$ cat src/rtl/multi_cycle_ctrl.sv
// multi_cycle_ctrl: main control FSM of the multi-cycle RV32I core.
// Walks one instruction at a time through IF -> ID -> EX -> (MEM) -> (WB)
// and drives the memory handshakes, write enables and datapath selects.
// Optional performance counters are enabled with the MCTRL_PERF_EN macro.
module multi_cycle_ctrl (
    input  logic       clk,
    input  logic       rst_n,
    input  logic [6:0] opcode,
    input  logic       br_taken,
    output logic       imem_req,
    input  logic       imem_ack,
    output logic       dmem_req,
    output logic       dmem_we,
    input  logic       dmem_ack,
    output logic       ir_we,
    output logic       pc_we,
    output logic [1:0] pc_sel,
    output logic       rf_we,
    output logic [1:0] wb_sel,
    output logic       alu_a_sel,
    output logic       alu_b_sel,
    output logic [2:0] state,
    output logic       illegal
`ifdef MCTRL_PERF_EN
    ,
    output logic [31:0] cycle_cnt,
    output logic [31:0] instret_cnt
`endif
);

    typedef enum logic [2:0] {
        S_IF   = 3'd0,
        S_ID   = 3'd1,
        S_EX   = 3'd2,
        S_MEM  = 3'd3,
        S_WB   = 3'd4,
        S_TRAP = 3'd5
    } state_e;

    localparam logic [6:0] OP_R     = 7'b0110011;
    localparam logic [6:0] OP_I     = 7'b0010011;
    localparam logic [6:0] OP_L     = 7'b0000011;
    localparam logic [6:0] OP_S     = 7'b0100011;
    localparam logic [6:0] OP_B     = 7'b1100011;
    localparam logic [6:0] OP_JAL   = 7'b1101111;
    localparam logic [6:0] OP_JALR  = 7'b1100111;
    localparam logic [6:0] OP_LUI   = 7'b0110111;
    localparam logic [6:0] OP_AUIPC = 7'b0010111;

    state_e r_state;
    state_e w_next;

    logic w_is_r, w_is_i, w_is_l, w_is_s, w_is_b;
    logic w_is_jal, w_is_jalr, w_is_lui, w_is_auipc, w_supported;

    // Instruction class flags from the IR opcode field.
    always_comb begin
        w_is_r      = (opcode == OP_R);
        w_is_i      = (opcode == OP_I);
        w_is_l      = (opcode == OP_L);
        w_is_s      = (opcode == OP_S);
        w_is_b      = (opcode == OP_B);
        w_is_jal    = (opcode == OP_JAL);
        w_is_jalr   = (opcode == OP_JALR);
        w_is_lui    = (opcode == OP_LUI);
        w_is_auipc  = (opcode == OP_AUIPC);
        w_supported = w_is_r | w_is_i | w_is_l | w_is_s | w_is_b |
                      w_is_jal | w_is_jalr | w_is_lui | w_is_auipc;
    end

    // State register; reset forces the fetch state, abandoning any request.
    always_ff @(posedge clk) begin
        // NOTE: reset is synchronous (sampled only at the clock edge), and all
        // state updates use non-blocking assignment so every flop sees
        // pre-edge values.
        if (!rst_n) begin
            r_state <= S_IF;
        end else begin
            r_state <= w_next;
        end
    end

    // Next-state logic and all control outputs, decoded from state, opcode and acks.
    always_comb begin
        // NOTE: every output gets a default before the case statement so no
        // path leaves a signal unassigned and no latch is inferred.
        w_next    = r_state;
        imem_req  = 1'b0;
        dmem_req  = 1'b0;
        dmem_we   = 1'b0;
        ir_we     = 1'b0;
        pc_we     = 1'b0;
        pc_sel    = 2'd0;
        rf_we     = 1'b0;
        illegal   = 1'b0;

        // Datapath selects follow the opcode in every state; they only
        // matter in EX/MEM/WB.
        alu_a_sel = w_is_auipc;
        alu_b_sel = w_is_i | w_is_l | w_is_s | w_is_jalr | w_is_auipc;
        if (w_is_l) begin
            wb_sel = 2'd1;
        end else if (w_is_jal || w_is_jalr) begin
            wb_sel = 2'd2;
        end else if (w_is_lui) begin
            wb_sel = 2'd3;
        end else begin
            wb_sel = 2'd0;
        end

        case (r_state)
            S_IF: begin
                imem_req = 1'b1;
                if (imem_ack) begin
                    ir_we  = 1'b1;
                    w_next = S_ID;
                end
            end
            S_ID: begin
                w_next = w_supported ? S_EX : S_TRAP;
            end
            S_EX: begin
                if (w_is_b) begin
                    // Branches retire here: pc_we is their single PC update.
                    pc_we  = 1'b1;
                    pc_sel = br_taken ? 2'd1 : 2'd0;
                    w_next = S_IF;
                end else if (w_is_l || w_is_s) begin
                    w_next = S_MEM;
                end else begin
                    w_next = S_WB;
                end
            end
            S_MEM: begin
                dmem_req = 1'b1;
                dmem_we  = w_is_s;
                if (dmem_ack) begin
                    if (w_is_s) begin
                        // Stores have no writeback, so they retire on the ack.
                        pc_we  = 1'b1;
                        w_next = S_IF;
                    end else begin
                        w_next = S_WB;
                    end
                end
            end
            S_WB: begin
                rf_we  = 1'b1;
                pc_we  = 1'b1;
                if (w_is_jal) begin
                    pc_sel = 2'd1;
                end else if (w_is_jalr) begin
                    pc_sel = 2'd2;
                end
                w_next = S_IF;
            end
            S_TRAP: begin
                // Sticky until reset; every enable and request stays low.
                illegal = 1'b1;
                w_next  = S_TRAP;
            end
            default: begin
                // Unused encodings recover to fetch.
                w_next = S_IF;
            end
        endcase
    end

    assign state = r_state;

`ifdef MCTRL_PERF_EN
    logic [31:0] r_cycle_cnt;
    logic [31:0] r_instret_cnt;

    // Cycle and retired-instruction counters; both freeze while trapped.
    always_ff @(posedge clk) begin
        if (!rst_n) begin
            r_cycle_cnt   <= 32'd0;
            r_instret_cnt <= 32'd0;
        end else if (r_state != S_TRAP) begin
            r_cycle_cnt <= r_cycle_cnt + 32'd1;
            if (pc_we) begin
                r_instret_cnt <= r_instret_cnt + 32'd1;
            end
        end
    end

    assign cycle_cnt   = r_cycle_cnt;
    assign instret_cnt = r_instret_cnt;
`endif

endmodule

$ cat config.mk
export PLATFORM = sky130hd
export DESIGN_NAME = multi_cycle_ctrl
export DESIGN_NICKNAME = d
export VERILOG_FILES = /design/src/rtl/multi_cycle_ctrl.sv
export SDC_FILE = /design/constraint.sdc
export NUM_CORES = 1
export LEC_CHECK = 0
export BUFFER_PORTS_ARGS = -buffer_cell sky130_fd_sc_hd__buf_2
export CAP_MARGIN = 30
export CORE_AREA = 5 5 42 44
export DETAILED_ROUTE_END_ITERATION = 10
export DIE_AREA = 0 0 47 49
export MAX_ROUTING_LAYER = met4
export PLACE_DENSITY = 0.61
export SETUP_SLACK_MARGIN = 0.2
export SLEW_MARGIN = 25
export SYNTH_ARGS = -nofsm -noshare
export SYNTH_HDL_FRONTEND = slang
export SYNTH_SLANG_ARGS = --single-unit
export TNS_END_PERCENT = 20
$ cat constraint.sdc
create_clock -name clk -period 1.9 [get_ports clk]
set_input_delay 0.38 -clock clk [delete_from_list [all_inputs] [get_ports clk]]
set_output_delay 0.38 -clock clk [all_outputs]
set_load 0.01 [all_outputs]
Word level (Yosys, flattened, before mapping)
Cells that the tools add are included.
- register bits after elaboration: 3
- bits of input ports: 12
- output and inout port bits: 16
- equality and inequality tests: 16
- mux-type cells: 26
- bitwise logic cells: 12
- reductions and logical operators: 4
- operator list (kind ; number):
    equality test 7 x 6 -> 1 bit (second input constant) ; 3
    equality test 7 bit (second input constant) ; 3
    2-to-1 mux 3 bit ; 6
    case mux 3 bit (5 select lines) ; 1
    equality test 7 x 5 -> 1 bit (second input constant) ; 2
    2-to-1 mux 1 bit ; 12
    bitwise OR 1 bit ; 12
    2-to-1 mux 2 bit ; 5
    equality test 7 x 2 -> 1 bit (second input constant) ; 1
    equality test 3 x 2 -> 1 bit (second input constant) ; 2
    equality test 3 bit (second input constant) ; 2
    inequality test 2 bit (second input constant) ; 2
    case mux 2 bit (2 select lines) ; 1
    equality test 3 x 1 -> 1 bit (second input constant) ; 1
    zero test 3 bit ; 1
    case mux 1 bit (3 select lines) ; 1
    logical OR 1 bit ; 2
    AND reduction 2 bit ; 1

Longest topological paths before layout
Gate-level depths: netlist of the first run.
- word-level depth: 11
- depth in mapped cells: 5
- mapped depth without buffers: 4

Worst setup path after synthesis of the first run
No wires, ideal clock.
- kind: input to output
- start: input opcode[2]
- end: output pc_sel[1]
- arrival time: 1.465 ns
- path slack: 0.055 ns
- stages on the path: 4
- buffers on the path: 1
- cells stage by stage: clkbuf_1 nand4b_1 or4_1 nor3_1
- cells in the longest elaborated chain, start to end: 4
- elaborated cells between the ends (all ways): 5
- those cells by class: 2 x eq/ne; 3 x mux
- RTL lines (item ; line ; text):
    start: declaration ; 8 ; input logic [6:0] opcode,
    equality test 7 bit ; 64 ; w_is_jalr = (opcode == OP_JALR);
    2-to-1 mux 2 bit ; 152 ; end else if (w_is_jalr) begin
    2-to-1 mux 2 bit (*) ; 150 ; if (w_is_jal) begin
    case mux 2 bit (2 select lines) (*) ; 111 ; case (r_state)
    end: declaration ; 17 ; output logic [1:0] pc_sel,
Mark *: on every way between the ends. The rest lies on a longest branch, timed or not.

Final worst setup path of the first run
- start: input opcode[4]
- end: output pc_sel[1]
The elaborated chain is that of the path after synthesis.

==> impl_results.md, run 1 <==
- CP max-delay cell: or4_4
- Worst setup margin: 0.0781 ns
- Number of DRC markers in iteration 0: 11
- Post-placement setup slack: between 0.07 and 0.08 ns
- Root Buffer Master: clkbuf_4
- Starting Density: between 30% and 40%
- Post-synth cell types: 33
- Cell Chain, Critical Path: buf_2 -> nand4b_1 -> or4_4 -> nor3_2 -> buf_2
- Vias: 622
- Critical path endpoint category: primary output
- Area leader, netlist: dfxtp_1
- CP dominant cell by count: buf_2
- CP Buf/Inv Count: 2
- Top cells by area, synth: dfxtp_1 (14%), nor3_1 (8.1%), a21oi_1 (5.8%), nand2_1 (5.2%), nand3_1 (4.6%)
- Drt first pass iters: 4
- Hold Crit Class: in2reg
- Final count of hold timing violations: 0
- Post-Route WL: 1440 µm
- Worst-skew pair later-pin latency: 0.23 ns
- Placed cells: ~110
- Xor/xnor share of the synthesized area: 0%
- Die Y-Extent: approximately 49 µm
- Post-Synth Adder-Cell Area: 2.32%
- Combinational family with the most area after synthesis: simple AND/OR/NAND/NOR gates
- M1 WL: between 500 and 600 µm
- Pin count of the biggest net entering global routing: 12
- Top Metal Used: met4
- Mapped Area: 432 µm²
- Max reg flops: 3
- Synthesized area per cell: between 6 and 7 µm²
- H-tree Lvls: 1
- CTS tree: done
- Crit path kind: in2out
- CP max FO: 5
- Critical Path Start Type: primary input
- Initial antenna violation count: 0
- CTS sink cnt: 3
- Synthesis-stage register bit count: 3
- Syn nets: 77
- Drt drc: 0
- WL/cell: about 12 µm
- GPL Wtd Cong: 0.849
- Max-cap violations: 0
- Max-slew headroom: about 77%
- Port Buffers: 27
- HPWL after DPL: 1130 µm
- Slew @ Worst Pin: 0.340 ns
- CTS clk-pin slew, worst paths: roughly 0.040 ns
- Vias per inst: 5.36
- Area Overhead vs Synth: 57.1%
- Die Area: 2300 µm²
- Final ANT Viol Nets: 0
- Rows: 14
- Sequential share of the synthesized area: 13.9%
- Critical path's top delay family: simple AND/OR/NAND/NOR gates
- Worst Skew: 0.00206 ns
- Setup violations, final: 0
- Congestion Overflow GR: 0
- Status: complete, no violations
- Share of layout cells above drive strength 1: 51.0%
- CTS Buf Count: 3
- Total length of routed met3 wires: 63 µm
- Crit share post-route: a little over nine tenths
- WP data arrival: 1.44 ns
- PwrDens: 526 nW/µm²
- Register-to-register setup slack: 0.66 ns
- Synth Area in Simple Gates: 45.2%
- P_leak: between 0.3 and 0.4 nW
- Finished Layout Cells: 116
- Yosys warnings: 0
- Max-slew violation count: 0
- Worst vdd ir: 0.315 mV
- Compound-cell area share of the yosys netlist: ~28%
- Crit path required time: 1.52 ns
- Clk buf depth: 2
- Tot GR Track Use: 13.3%
- Post-synthesis mux area share: 2.32%
- Syn Inst Count: 65
- CP peak stage delay: ~0.46 ns
- # diodes: 0
- Nets: ~110
- Synth top area share: 13.9%
- CORE AREA: about 1400 µm²
- Max Freq: 549 MHz
- Ports: 28
- Global-route wire length before repair: 2330 µm
- Min cycle time layout: 1.82 ns
- Die extent in x: roughly 47 µm
- PnR Total Power: 0.357 mW
- Vias in the first global route: between 500 and 600
- RSZ-0062 raised after global routing: yes
- Metal2 WL: 800 µm
-- synthesized netlist by cell type (all sizes together) --
master,n
dfxtp,3
or4,1
or3,1
maj3,1
o211ai,1
a41o,1
a21oi,5
o21ai,4
nand3,4
nand4b,1
buf,1
nand2,6
nand4bb,1
nor2b,1
mux2i,1
a211o,1
and2b,1
nor3,7
a211oi,1
and2,2
o22ai,1
o2111ai,1
clkbuf,3
nand2b,2
o21bai,1
nor3b,1
nor4,2
nor2,3
inv,4
or3b,1
o221ai,1
a21o,1
-- worst paths after layout --
kind                   from         to  cells past startpoint
hold reg to reg    state[0]   state[2]                      1
setup reg to reg   state[0]   state[2]                      4
hold / removal        rst_n   state[2]                      2
setup / recovery  opcode[4]  pc_sel[1]                      5
-- logic make-up after synthesis --
logic type | after synthesis
mux | 1
fa+ha+maj | 1
simple gates | 34
compound gates | 18
buf+inv | 8
flops | 3
-- metal layers --
metal  up-vias  GRT usage, %
met5         -             -
met4         0          4.15
li1        317             -
met3         2          2.21
met1       289          14.6
met2        14          23.3
-- stage by stage --
step                instance area (µm²)  utilization (%)  setup TNS, ns  hold slack [ns]
finish                              678             48.4              0            0.462
global route                        678             48.4       -0.00158            0.464
CTS                                 663             47.3              0            0.464
detailed placement                  628             44.8              0            0.649
global placement                    628             44.8              0            0.643
floorplan                           445                -              0            0.539
-- final cells by class --
| class | count | area, µm² |
|---|---|---|
| Clock buffer | 4 | 26.3 |
| Tap cell | 16 | 20.0 |
| Timing Repair Buffer | 35 | 195 |
| Multi-Input combinational cell | 54 | 358 |
| Inverter | 4 | 15.0 |
| Sequential cell | 3 | 63.8 |
| Fill cell | 160 | 723 |
-- power breakdown --
group          switching, mW  internal, mW  leakage [nW]  total, mW
registers             0.0160        0.0735        0.0258     0.0896
clock network         0.0336        0.0787        0.0150      0.112
logic                 0.0848        0.0702         0.275      0.155
-- timing repair --
action / in CTS / in global routing
gates resized for setup: 5 / 2
hold buffers: 0 / 0
setup buffers: 0 / 1
endpoints found under the hold margin: 0 / 0
endpoints found under the setup margin: 6 / 7
-- cell usage in the layout, fill, tap and decap left out, types with 2 or more instances in the layout --
| cell type | count |
|---|---|
| a21oi_1 | 5 |
| buf_2 | 27 |
| buf_4 | 8 |
| clkbuf_4 | 3 |
| dfxtp_2 | 3 |
| inv_1 | 3 |
| nand2_1 | 6 |
| nand2b_1 | 2 |
| nand3_1 | 4 |
| nor2_1 | 3 |
| nor3_1 | 6 |
| o21ai_0 | 4 |
Note: power is estimated with default switching activity, not from simulation.
==> run 2, diff against run 1 <==
Settings changed: CORE_AREA 5 5 42 44 to 2 2 39 41, DIE_AREA 0 0 47 49 to 0 0 41 43, RECOVER_POWER from default to 50.
==> impl_results.md, run 2 (same netlist as run 1, synthesis figures left out) <==
- Commonest non-fill, non-tap cell in the layout: buf_2
- Crit share post-route: 96.8%
- Drt drc: 0
- P_leak: 0.298 nW
- Crit path required time: 1.52 ns
- Max Freq: 544 MHz
- Port Buffers: 27
- HPWL after DPL: 1120 µm
- Final count of hold timing violations: 0
- Net Sw Frac: 38.1%
- Vias: 616
- CTS Buf Count: 3
- CTS tree: done
- Setup violations, final: 0
- Sequential cell area: approximately 61 µm²
- Cts hold-fix bufs: 0
- Die extent in x: 41 µm
- Worst Skew: 0.000107 ns
- Starting Density: approximately 31%
- Pin count of the biggest net entering global routing: 11
- Area Overhead vs Synth: 55.9%
- CORE AREA: 1380 µm²
- Placed cells: 113
- Worst vdd ir: 0.276 mV
- Die Y-Extent: 43 µm
- Initial antenna violation count: 0
- Vias in the first global route: 524
- Max-slew headroom: 70.4%
- H-tree Lvls: 1
- Seq pwr share: 23.0%
- Hold Crit Class: in2reg
- Post-Route WL: 1410 µm
- Hold_ws: 0.474 ns
- Slew @ Worst Pin: approximately 0.44 ns
- Footprint of the multi-input gates: around 350 µm²
- Clock Power Share: 31.5%
- Final ANT Viol Nets: 0
- Drt first pass iters: 4
- Max reg flops: 3
- Min cycle time layout: 1.84 ns
- Crit path kind: in2out
- Nets: roughly 120
- Clk buf depth: 2
- WL/cell: 11.9 µm
- Congestion Overflow GR: 0
- Ports: 28
- CTS sink cnt: 3
- Max-slew violation count: 0
- Critical path endpoint category: primary output
- Critical Path Start Type: primary input
- Fillers: ~160
- Root Buffer Master: clkbuf_4
- PwrDens: 533 nW/µm²
- Die Area: 1760 µm²
- Worst setup margin: between 0.06 and 0.07 ns
- Comb power frac: around 46%
- Switching power: 0.137 mW
- Finished Layout Cells: about 120
- Most frequent cells in the layout: buf_2 (22), clkbuf_1 (8), buf_4 (8)
- CP max FO: 10
- RSZ-0062 raised after global routing: yes
- Post-placement setup slack: between 0.02 and 0.025 ns
- Tot GR Track Use: 17.8%
- Final core occ: 48.6%
- Status: complete, no violations
- CTS clk-pin slew, worst paths: ~0.04 ns
- PnR Total Power: around 0.36 mW
- WP data arrival: 1.46 ns
- Vias per inst: 5.22
- Number of DRC markers in iteration 0: 5
- Worst-skew pair later-pin latency: 0.23 ns
- Share of layout cells above drive strength 1: 42.2%
- # diodes: 0
- P_int: approximately 0.22 mW
- GPL Wtd Cong: 0.813
- Max-cap violations: 0
- Rows: 14
- Global-route wire length before repair: 2190 µm
-- run 2: changes by cell type in the layout (fill, tap and decap cells not counted), moves of 2 or more --
cell	previous run	this run
clkbuf_1	1	8
buf_2	27	22
dfxtp_1	0	2
dfxtp_2	3	1
-- run 2: path summary, 6_finish.rpt --
check	cells after the start	startpoint	slack, ns	endpoint
min reg2reg	2	state[0]	0.61	state[1]
max	5	opcode[4]	0.06	pc_sel[0]
min	3	rst_n	0.47	state[1]
max reg2reg	5	state[0]	0.49	state[2]
-- run 2: per-stage QoR --
stage | area, µm² | TNS (ns)
final | 673 | 0
after global routing | 673 | -0.00314
after CTS | 682 | 0
after detailed placement | 643 | 0
after global placement | 643 | 0
after floorplan | 445 | 0
-- run 2: layout make-up --
class | count | area share (%)
well taps | 16 | 2.97
flip-flops and latches | 3 | 9.11
clock buffers | 4 | 3.90
multi-input cells | 54 | 52.6
inverters | 4 | 2.23
repair buffers | 37 | 29.2
-- run 2: power by group through the flow --
| stage | Sequential, mW | Combinational (mW) | Clock, mW |
|---|---|---|---|
| 5_1_grt | 0.0833 | 0.182 | 0.128 |
| 3_3_place_gp | 0.0808 | 0.164 | 0 |
| 3_5_place_dp | 0.0810 | 0.167 | 0 |
| 4_1_cts | 0.0819 | 0.168 | 0.118 |
| 6_report | 0.0824 | 0.164 | 0.113 |
| 2_1_floorplan | 0.0834 | 0.0919 | 0 |
-- run 2: worst max-delay path, stage by stage --
cell,delay [ns]
buf_2,0.15
nand4b_1,0.21
or4_4,0.46
o22ai_2,0.12
buf_2,0.15
-- run 2: repair_timing --
item,in CTS,in global routing
gates resized for setup,3,1
setup endpoints to repair,6,8
setup buffers,1,0
-- run 2: metal layers --
metal  vias up  track usage, %  part of all wire, %
met5         -               -                    0
met2        30            26.6                   46
met1       266            23.5                   45
li1        320               -                    -
met4         0            6.00                    0
met3         0            3.14                  8.7
==> run 3, diff against run 2 <==
Settings changed: CELL_PAD_IN_SITES_DETAIL_PLACEMENT from default to 1, CELL_PAD_IN_SITES_GLOBAL_PLACEMENT from default to 2, CORE_AREA 2 2 39 41 to default, CORE_UTILIZATION from default to 19, DIE_AREA 0 0 41 43 to default, PLACE_DENSITY 0.61 to 0.73.
==> impl_results.md, run 3 (same netlist as run 1, synthesis figures left out) <==
- Ports: 28
- Post-CTS setup buffers: 0
- Worst vdd ir: 0.252 mV
- Share of layout cells above drive strength 1: between 40% and 50%
- Vias in the first global route: 639
- Fillers: 282
- Cts hold-fix bufs: 0
- CP max FO: 6
- Root Buffer Master: clkbuf_4
- CTS Buf Count: 3
- Starting Density: 21.1%
- Die Y-Extent: about 50 µm
- Status: complete, no violations
- Post-Route WL: 1590 µm
- GPL Wtd Cong: 0.834
- Setup violations, final: 0
- Final ANT Viol Nets: 0
- Pin count of the biggest net entering global routing: 8
- Max reg flops: 3
- Hold Crit Class: in2reg
- PwrDens: 510 nW/µm²
- Worst Skew: 0.00122 ns
- Critical Path Start Type: primary input
- Rows: 16
- HPWL after DPL: 1340 µm
- Nets: 115
- Die Area: around 2500 µm²
- Final count of hold timing violations: 0
- CTS sink cnt: 3
- Most frequent cells in the layout: buf_2 (21), clkbuf_1 (8), buf_4 (8)
- P_leak: 0.303 nW
- Max Freq: 555 MHz
- Die extent in x: 49.7 µm
- Max-slew headroom: 76.5%
- Number of DRC markers in iteration 0: 3
- Initial antenna violation count: 0
- Total negative setup slack: 0 ns
- Vias per inst: 4.77
- RSZ-0062 raised after global routing: yes
- Clk buf depth: 2
- Max-slew violation count: 0
- Crit path required time: 1.52 ns
- Slew @ Worst Pin: 0.349 ns
- Crit path kind: in2out
- Tot GR Track Use: 14.4%
- H-tree Lvls: 1
- Crit share post-route: 94.9%
- PnR Total Power: ~0.36 mW
- # diodes: 0
- Drt first pass iters: 3
- Area Overhead vs Synth: 64.6%
- Min cycle time layout: 1.80 ns
- CTS tree: done
- Port Buffers: 27
- WP data arrival: ~1.4 ns
- Worst-skew pair later-pin latency: 0.23 ns
- Max-cap violations: 0
- CORE AREA: 2040 µm²
- Commonest non-fill, non-tap cell in the layout: buf_2
- Drt drc: 0
- CTS clk-pin slew, worst paths: 0.04 ns
- Vias: 615
- Critical path endpoint category: primary output
- WL/cell: 12.3 µm
- Global-route wire length before repair: between 2000 and 3000 µm
- Congestion Overflow GR: 0
[run 3: final timing paths]
path / from / endpoint / slack, ns / cells past startpoint
worst max-delay path: opcode[2] / wb_sel[0] / 0.1 / 5
worst min-delay path: rst_n / state[2] / 0.47 / 2
worst max register to register: state[0] / state[2] / 0.60 / 4
worst min register to register: state[2] / state[1] / 0.63 / 3
[run 3: worst max-delay path: stages]
cell	delay [ns]
buf_2	0.13
buf_4	0.16
or3_2	0.48
a21oi_2	0.13
buf_2	0.14
[run 3: power breakdown]
group,internal [mW],switching [mW],leakage (nW)
logic,0.0731,0.0943,0.263
clock network,0.0787,0.0335,0.0150
registers,0.0722,0.0107,0.0250
[run 3: area by class of cell]
class                           instances  area (µm²)  share of cell area [%]
Multi-Input combinational cell         54         368                    51.8
Timing Repair Buffer                   37         206                    29.0
Sequential cell                         3        61.3                    8.63
Tap cell                               27        33.8                    4.75
Clock buffer                            4        26.3                    3.70
Inverter                                4        15.0                    2.11
[run 3: repair_timing]
action,CTS,global route
endpoints found under the setup margin,6,10
gates resized for setup,3,8
hold endpoints to repair,0,0
pin swaps,2,1
[run 3: per-layer routing]
metal / wire [µm] / GRT usage, % / vias to the layer above
met5: 0 / - / -
met4: 10 / 5.71 / 0
met3: 32 / 1.85 / 2
met2: 803 / 23.6 / 11
met1: 739 / 17.6 / 285
li1: - / - / 317
[run 3: stage by stage]
stage          instance area, µm²  worst slack, ns  std cells  util [%]  hold WS [ns]
3_5_place_dp                  664           0.0473        125      32.5         0.632
3_3_place_gp                  664           0.0677        125      32.5         0.633
5_1_grt                       711           0.0296        129      34.8         0.477
4_1_cts                       701           0.0857        129      34.3         0.471
2_1_floorplan                 445            0.186         65         -         0.539
6_report                      711           0.0966        129      34.8         0.472
